File: src/rtl/tone_cmd_scheduler.sv
// Tone datapath front-end: master sample counter, 3-byte host command
// assembly, command FIFO and safe-window write issue.
module tone_cmd_scheduler #(
  parameter int FIFO_DEPTH = 4,
  parameter int COUNT_MAX  = 1023
) (
  input  logic        clk_in,
  input  logic        reset_in,
  input  logic [7:0]  host_data_in,
  input  logic        host_strobe_in,
  input  logic        host_sync_in,
  output logic        host_ready_out,
  output logic        overflow_out,
  output logic [9:0]  master_count_out,
  output logic        frame_start_out,
  output logic [3:0]  addr_out,
  output logic [15:0] data_out,
  output logic        data_valid_out
);

  localparam int          PW       = $clog2(FIFO_DEPTH);
  localparam logic [9:0]  CNT_LAST = 10'(COUNT_MAX);
  localparam logic [9:0]  WIN_LO   = 10'd12;
  localparam logic [9:0]  WIN_HI   = 10'(COUNT_MAX - 1);
  localparam logic [PW:0] FULL_CNT = (PW+1)'(FIFO_DEPTH);

  typedef struct packed {
    logic [3:0]  addr;
    logic [15:0] data;
  } cmd_t;

  typedef enum logic [1:0] {
    S_ADDR = 2'd0,
    S_LO   = 2'd1,
    S_HI   = 2'd2
  } byte_state_t;

  byte_state_t   state_q, state_d;
  logic [3:0]    addr_q;
  logic [7:0]    lo_q;
  logic          ld_addr, ld_lo, push, ovf_set;

  cmd_t          fifo_mem [FIFO_DEPTH];
  logic [PW-1:0] wr_ptr, rd_ptr;
  logic [PW:0]   fifo_cnt;
  logic          fifo_full, fifo_empty, in_window, pop;

  assign fifo_full  = (fifo_cnt == FULL_CNT);
  assign fifo_empty = (fifo_cnt == '0);

  // Ready comes from FIFO state only; forced low while reset is held.
  assign host_ready_out = !reset_in && !fifo_full;

  // Frame start follows the registered counter; gated so it stays low in reset
  // yet flags the very first count-0 cycle after reset is released.
  assign frame_start_out = !reset_in && (master_count_out == 10'd0);

  // Writes are only safe outside the accumulate/latch/mix slots 0..11 and the
  // final slot, so the registered strobe lands in 13..COUNT_MAX.
  assign in_window = (master_count_out >= WIN_LO) && (master_count_out <= WIN_HI);
  assign pop       = !fifo_empty && in_window;

  // Free-running sample slot counter.
  always_ff @(posedge clk_in) begin
    if (reset_in)                          master_count_out <= '0;
    else if (master_count_out == CNT_LAST) master_count_out <= '0;
    else                                   master_count_out <= master_count_out + 10'd1;
  end

  // Byte FSM state, partial command latches and sticky overflow.
  always_ff @(posedge clk_in) begin
    if (reset_in) begin
      state_q      <= S_ADDR;
      addr_q       <= '0;
      lo_q         <= '0;
      overflow_out <= 1'b0;
    end else begin
      state_q <= state_d;
      if (ld_addr) addr_q <= host_data_in[3:0];
      if (ld_lo)   lo_q   <= host_data_in;
      if (ovf_set) overflow_out <= 1'b1;
    end
  end

  // Byte FSM next state; sync beats strobe, strobe while not ready is an overflow.
  always_comb begin
    state_d = state_q;
    ld_addr = 1'b0;
    ld_lo   = 1'b0;
    push    = 1'b0;
    ovf_set = 1'b0;
    if (host_sync_in) begin
      state_d = S_ADDR;
    end else if (host_strobe_in && !host_ready_out) begin
      ovf_set = 1'b1;
    end else if (host_strobe_in) begin
      case (state_q)
        S_ADDR: begin
          ld_addr = 1'b1;
          state_d = S_LO;
        end
        S_LO: begin
          ld_lo   = 1'b1;
          state_d = S_HI;
        end
        S_HI: begin
          push    = 1'b1;
          state_d = S_ADDR;
        end
        default: state_d = S_ADDR;
      endcase
    end
  end

  // FIFO storage; contents need no reset since occupancy gates every read.
  always_ff @(posedge clk_in) begin
    if (push) fifo_mem[wr_ptr] <= '{addr: addr_q, data: {host_data_in, lo_q}};
  end

  // FIFO pointers and occupancy; power-of-two depth lets pointers wrap freely.
  always_ff @(posedge clk_in) begin
    if (reset_in) begin
      wr_ptr   <= '0;
      rd_ptr   <= '0;
      fifo_cnt <= '0;
    end else begin
      if (push) wr_ptr <= wr_ptr + 1'b1;
      if (pop)  rd_ptr <= rd_ptr + 1'b1;
      case ({push, pop})
        2'b10:   fifo_cnt <= fifo_cnt + 1'b1;
        2'b01:   fifo_cnt <= fifo_cnt - 1'b1;
        default: fifo_cnt <= fifo_cnt;
      endcase
    end
  end

  // Datapath write port: one-cycle strobe, address/data hold between writes.
  always_ff @(posedge clk_in) begin
    if (reset_in) begin
      addr_out       <= '0;
      data_out       <= '0;
      data_valid_out <= 1'b0;
    end else begin
      data_valid_out <= pop;
      if (pop) begin
        addr_out <= fifo_mem[rd_ptr].addr;
        data_out <= fifo_mem[rd_ptr].data;
      end
    end
  end

endmodule

File: config.mk
export PLATFORM = sky130hd
export DESIGN_NAME = tone_cmd_scheduler
export DESIGN_NICKNAME = d
export VERILOG_FILES = /design/src/rtl/tone_cmd_scheduler.sv
export SDC_FILE = /design/constraint.sdc
export NUM_CORES = 1
export LEC_CHECK = 0
export CORE_MARGIN = 5
export CORE_UTILIZATION = 62
export DETAILED_ROUTE_END_ITERATION = 10
export DONT_BUFFER_PORTS = 1
export PLACE_DENSITY = 0.82
export SETUP_SLACK_MARGIN = 0.3
export SYNTH_ARGS = -nofsm -noshare
export SYNTH_HDL_FRONTEND = slang
export SYNTH_SLANG_ARGS = --single-unit
File: constraint.sdc
create_clock -name clk_in -period 2.9 [get_ports clk_in]
set_input_delay 0.145 -clock clk_in [delete_from_list [all_inputs] [get_ports clk_in]]
set_output_delay 0.145 -clock clk_in [all_outputs]
set_load 0.03 [all_outputs]
==> results of run 1 <==
-- worst register-to-register path: cells and delay by family, from the launching register on --
family	cells	cell delay, ns
flops	1	0.64
simple gates	3	0.59
xor+xnor	1	0.17
compound gates	2	0.37
fa+ha+maj	2	0.56
buf+inv	1	0.06
-- cells in the mapped netlist, types with 2 or more instances --
library cell / n
or3_1: 2
xor2_1: 8
nor2_1: 34
and4_1: 3
a21oi_1: 25
ha_1: 7
mux2i_1: 12
o21ai_0: 4
buf_1: 3
buf_2: 2
dfxtp_1: 53
xnor2_1: 3
nor3_1: 2
buf_4: 6
mux4_2: 20
and2_1: 4
edfxtp_1: 80
inv_1: 10
nor2b_1: 3
nand2_1: 7
and4_4: 2
a31oi_1: 2
clkbuf_1: 8
o21ai_1: 18
nand3_1: 26
nand4_1: 4
and3_1: 3
-- per-layer routing --
metal | vias to the layer above | wire [um] | GRT usage | share of wire
met5 | - | 0 | 0 | 0
met4 | 0 | 106 | 0.0838 | 0.010
met3 | 11 | 968 | 0.0730 | 0.093
li1 | 1392 | - | - | -
met1 | 1473 | 3980 | 0.273 | 0.38
met2 | 120 | 5310 | 0.377 | 0.51
-- flip-flops by register name, summed over array words and instances, names as in the netlist --
signal / cells
addr_q: 4
rd_ptr: 2
lo_q: 8
overflow_out: 1
state_q: 2
addr_out: 4
data_valid_out: 1
data_out: 16
wr_ptr: 2
fifo_mem: 80
fifo_cnt: 3
master_count_out: 10
-- how the worst max path moves through the flow --
stage                        to                 from  slack, ns
global route        fifo_cnt[2]  master_count_out[9]       0.30
floorplan           fifo_cnt[2]  master_count_out[2]       0.37
finish              fifo_cnt[2]  master_count_out[8]       0.45
global placement    fifo_cnt[2]  master_count_out[4]       0.50
CTS                 fifo_cnt[2]          fifo_cnt[2]       0.42
detailed placement  fifo_cnt[2]  master_count_out[4]       0.44
-- power breakdown --
part | internal, mW | total [mW] | switching (mW)
Combinational | 0.0274 | 0.0703 | 0.0430
Clock | 1.47 | 2.24 | 0.763
Sequential | 2.00 | 2.01 | 0.0144
-- cell families after synthesis --
group / synth area share
mux: 0.113
xor+xnor: 0.0187
fa+ha+maj: 0.0209
simple gates: 0.0929
buf+inv: 0.0291
compound gates: 0.0543
flops: 0.671
-- layout make-up --
class                   instances  area, um2  area share
well taps                     105        131      0.0217
multi-input cells             198       1560       0.257
flip-flops and latches        133       3470       0.574
clock inverters                11        173      0.0286
clock buffers                  21        460      0.0762
inverters                      10       37.5     0.00621
repair buffers                 22        220      0.0364
-- timing repair --
action,in CTS,in global routing
setup endpoints to repair,0,1
resized for setup,0,5
hold buffers,13,0
hold endpoints to repair,85,0
==> results.ini, run 1 <==
[power_and_ir_drop]
pwr_density_cell_nw_per_um2 = 715
power.total_mw = 4.32
vdd_drop_max_mv = 0.427
leakagePower_nw = 2.00

[sta]
relSlewSlack = 0.246
fin_crit_sh = 0.843
rsz0062_at_grt = false
finalCriticalPeriod_ns = 2.45
hold_viol_final = 0
timing.hold.ws_ns = 0.0519
skew_ns = 0.0101
max_freq_mhz = 409
maxSlewViolCount = 0
setup-violations-final = 0
setup_slack_ns = 0.454
tightest_slew_ns = 1.13
setup_tns_ns = 0

[yosys]
synth-seq-cells = 133
yosysSeqAreaShare = 0.671
synth_top_area_frac = 0.466
syn-num-nets = 382
mappedNetlistArea_um2 = 5160
ys_types = 38
synth_area_per_cell_um2 = 14.3
synth-edff-count = 80
ys_warn_count = 0
async_flop_share = 0
synth_area_leaders = edfxtp_1 (47%), dfxtp_1 (21%), mux4_2 (8.7%), nand3_1 (2.5%), nor2_1 (2.5%)
syn_inst = 362
synthFlopType = edfxtp_1
synth.largest_area_cell = edfxtp_1

[detailed_routing]
ant_nets = 0
first_iter_violations = 202
drt-vias-per-instance = 5.99
wirelength_um = 10400
first_pass_iters = 4
drc = 0
routedWlPerCell_um = 20.7
vias = 2996

[die]
io_pins = 46
start_util = 0.631
fp.coreArea_um2 = 8180
die_h_um = 101
rows = 33
die_area_um2 = 10200
die_x_um = 101

[status]
outcome = completed

[global_route]
grt_start_max_net_pins = 47
grt_pass1_vias = 3233
antenna_found_initial = 0
grt_pass1_wl_um = 16900
track_usage = 0.225
grt_overflow_total = 0

[clock_network]
postCtsSetupBuffers = 0
cts_buffers = 17
h-tree-depth = 4
cts_tree = yes
cts_sinks = 133
clk_pin_slew_ns = 0.06
cts-root-buf = clkbuf_8
cts_max_path_buffers = 2
clkLatencyLatePin_ns = 0.51

[critical_path]
critPathMaxFanout = 7
critical-path-slowest-cell = dfxtp_1
worstPathCellList = nor4_2, a31o_2, nor2_1, ha_1, inv_1, fa_1, xor2_1, or3_1, a21oi_1
path_class = reg2reg
critPathCaptureType = flop
r2r-end = fifo_cnt[2]
critPathBufInv = 1
cp_num_cells = 9
slowest_delay_ns = 0.64
crit_family = flip-flops
worstReg2RegStart = master_count_out[8]
cp-start-kind = flop
r2r_slack_ns = 0.45
ff2ff_path_depth = 9
crit_required_ns = 3.34
critPathArrivalTime_ns = 2.88

[layout]
design_area_um2 = 6040
syn2layout_area_growth_pct = 17.2
stdcell_count = 500
layout_commonest_cell = edfxtp_1
fillers = 494
antenna_cells = 0
num-nets-final = 402
drive_gt1_frac = 0.185
fin_util = 0.739
final_cell_mix = edfxtp_1 (80), dfxtp_1 (50), nor2_1 (34), nand3_1 (26), a21oi_1 (25)

[place]
dpl.hpwl_um = 5830
gp_congestion = 0.926
place_inst = 455
place_ws_ns = 0.440
dpl_cell_area_um2 = 5260
io_buffer_count = 0

[min_path]
holdPathEnd = wr_ptr[1]
hold_path.class = in2reg
hold_depth = 2
hold_path_startpoint = host_strobe_in

[job]
maxCapViolCount = 0

Power figures use the tool's default switching activity.
==> inputs of run 2 (changes only) <==
Settings changed: ABC_AREA set to 1, CORE_UTILIZATION 62 to 63, PLACE_DENSITY 0.82 to 0.83.
Clock period 2.9 ns to 2.3 ns, I/O delays scaled along.
==> run 2 against run 1 <==
Combinational power rose by 75%; count of clock-buffer cells in the layout increased by 2; area after synthesis increased by 13%; clock skew hardly changed; synthesized cell count increased by 77%; sequential share of layout area shrank 6.5 points; non-clock buffer count increased by 16; die area grew 10%; core utilization is 1.1 points higher; via count up 48%; cell count grew 60%.
==> results.ini, run 2 <==
[clock_network]
cts_tree = yes
cts_sinks = 133
cts_buffers = 17
h-tree-depth = 4
cts-root-buf = clkbuf_8
clkLatencyLatePin_ns = 0.53
clk_pin_slew_ns = 0.06
cts_max_path_buffers = 2

[die]
fp.coreArea_um2 = 9150
die_x_um = 106
io_pins = 46
die_h_um = 106
rows = 35
die_area_um2 = 11300
start_util = 0.637

[critical_path]
slowest_delay_ns = 0.52
crit_family = adder cells
r2r_slack_ns = 0.32
critPathMaxFanout = 5
cp-start-kind = flop
r2r-end = fifo_cnt[1]
ff2ff_path_depth = 12
critPathBufInv = 2
critPathCaptureType = flop
path_class = reg2reg
worstReg2RegStart = master_count_out[5]
crit_required_ns = 2.72
worstPathCellList = nor2_2, nand2_2, nor2_4, nor2_4, nand2_4, inv_4, ha_4, inv_4, fa_2, nor2_1, a21oi_1, nor2_1
critical-path-slowest-cell = fa_2
critPathArrivalTime_ns = 2.40

[yosys]
synth_top_area_frac = 0.412
yosys-top-cells-count = nand2_1 (153), nor2_1 (121), inv_1 (90), edfxtp_1 (80), dfxtp_1 (53)
synth_area_leaders = edfxtp_1 (41%), dfxtp_1 (18%), nand2_1 (9.8%), nor2_1 (7.8%), inv_1 (5.8%)
synth-edff-count = 80
synth_most_common_cell = nand2_1
mappedNetlistArea_um2 = 5830
syn-num-nets = 662
synth_area_per_cell_um2 = 9.08
async_flop_share = 0
synth-seq-cells = 133
ys_types = 31
synth.largest_area_cell = edfxtp_1
ys_warn_count = 0
synthFlopType = edfxtp_1
yosysSeqAreaShare = 0.594
syn_inst = 642

[layout]
multi_input_area_um2 = 1940
regArea_um2 = 3490
largest_reg_flops = 80
fin_util = 0.750
num-nets-final = 695
drive_gt1_frac = 0.158
stdcell_count = 799
top_register = fifo_mem
layout_commonest_cell = nand2_1
final_cell_mix = nand2_1 (148), nor2_1 (118), inv_1 (87), edfxtp_1 (80), dfxtp_1 (42)
top_regs = fifo_mem: 80 flops, data_out: 16 flops, master_count_out: 10 flops
fillers = 536
design_area_um2 = 6870
syn2layout_area_growth_pct = 17.8
antenna_cells = 0

[power_and_ir_drop]
p_comb_frac = 0.023
seqPwrFrac = 0.467
pwr_density_cell_nw_per_um2 = 793
vdd_drop_max_mv = 0.575
power_switching_mw = 1.11
p_clk_frac = 0.510
switching_share = 0.205
leakagePower_nw = 2.91
p_int_mw = 4.33
power.total_mw = 5.45

[min_path]
hold_depth = 4
holdPathEnd = fifo_cnt[0]
hold_path.class = in2reg
hold_path_startpoint = host_sync_in

[sta]
relSlewSlack = 0.477
maxSlewViolCount = 0
timing.hold.ws_ns = 0.0167
tightest_slew_ns = 0.784
finalCriticalPeriod_ns = 1.98
skew_ns = 0.0102
setup_tns_ns = 0
max_freq_mhz = 505
setup-violations-final = 0
hold_viol_final = 0
setup_slack_ns = 0.322
fin_crit_sh = 0.860
rsz0062_at_grt = true

[detailed_routing]
wirelength_um = 13600
first_iter_violations = 535
drc = 0
ant_nets = 0
routedWlPerCell_um = 17.0
vias = 4441
drt-vias-per-instance = 5.56
first_pass_iters = 6

[global_route]
grt_overflow_total = 0
grt_pass1_wl_um = 21900
grt_start_max_net_pins = 41
track_usage = 0.251
grt_pass1_vias = 4606
antenna_found_initial = 1

[job]
maxCapViolCount = 0

[place]
dpl.hpwl_um = 7460
io_buffer_count = 0
gp_congestion = 0.795
place_inst = 747
dpl_cell_area_um2 = 5990
place_ws_ns = 0.214

[status]
outcome = completed

[run 2: cell types whose count changed after synthesis, sizes merged, moves of 12 or more]
cell,delta
nand2,+151
nor2,+105
inv,+83
mux4,-20
nand3b,+20
o21ai,-18
a21oi,-15
mux2i,-12
[run 2: timing repair]
item	4_1_cts	5_1_grt
pin swaps	2	10
gates resized for setup	9	16
setup endpoints to repair	2	2
endpoints found under the hold margin	50	2
hold buffers	13	1
buffers inserted	2	4
[run 2: worst min-delay path, delay by kind of cell]
kind	cells	cell delay, ns
fa+ha+maj	1	0.16
simple gates	2	0.15
compound gates	1	0.06
[run 2: how the worst max path moves through the flow]
stage                        startpoint        endpoint  slack [ns]  cells after the start
floorplan                   fifo_cnt[1]  fifo_mem[0][0]        0.11                      6
global placement    master_count_out[7]     fifo_cnt[2]        0.27                     13
detailed placement  master_count_out[7]     fifo_cnt[2]        0.21                     13
CTS                 master_count_out[5]     fifo_cnt[1]        0.30                     12
global route        master_count_out[5]     fifo_cnt[1]        0.25                     12
finish              master_count_out[5]     fifo_cnt[1]        0.32                     12
[run 2: metal layers]
layer,vias up,part of all wire,track usage
li1,2094,-,-
met3,53,0.096,0.0595
met1,2044,0.36,0.295
met4,2,0.031,0.124
met5,-,0.0015,0
met2,248,0.51,0.432
[run 2: cells by family (layout without fill, tap and decap cells)]
group | Yosys count | after routing | synth area share
buffers and inverters | 117 | 163 | 0.0852
flip-flops | 133 | 133 | 0.594
adder cells (fa/ha/maj) | 8 | 8 | 0.0185
AND/OR/NAND/NOR | 362 | 362 | 0.277
XOR/XNOR | 7 | 7 | 0.0105
AO/OA/AOI/OAI | 15 | 15 | 0.0152
[run 2: cell type report]
class / count / area share
tap: 111 / 0.0202
timing repair buffer: 38 / 0.0466
inverter: 93 / 0.0516
sequential: 133 / 0.509
clock inverter: 9 / 0.0160
clock buffer: 23 / 0.0743
multi-input combinational: 392 / 0.282
[run 2: power by group through the flow]
stage / sequential (mW) / clock [mW] / combinational (mW)
finish: 2.55 / 2.78 / 0.123
detailed placement: 2.60 / 0 / 0.0915
global route: 2.55 / 2.89 / 0.138
floorplan: 2.59 / 0 / 0.0729
CTS: 2.54 / 2.79 / 0.117
global placement: 2.59 / 0 / 0.0883
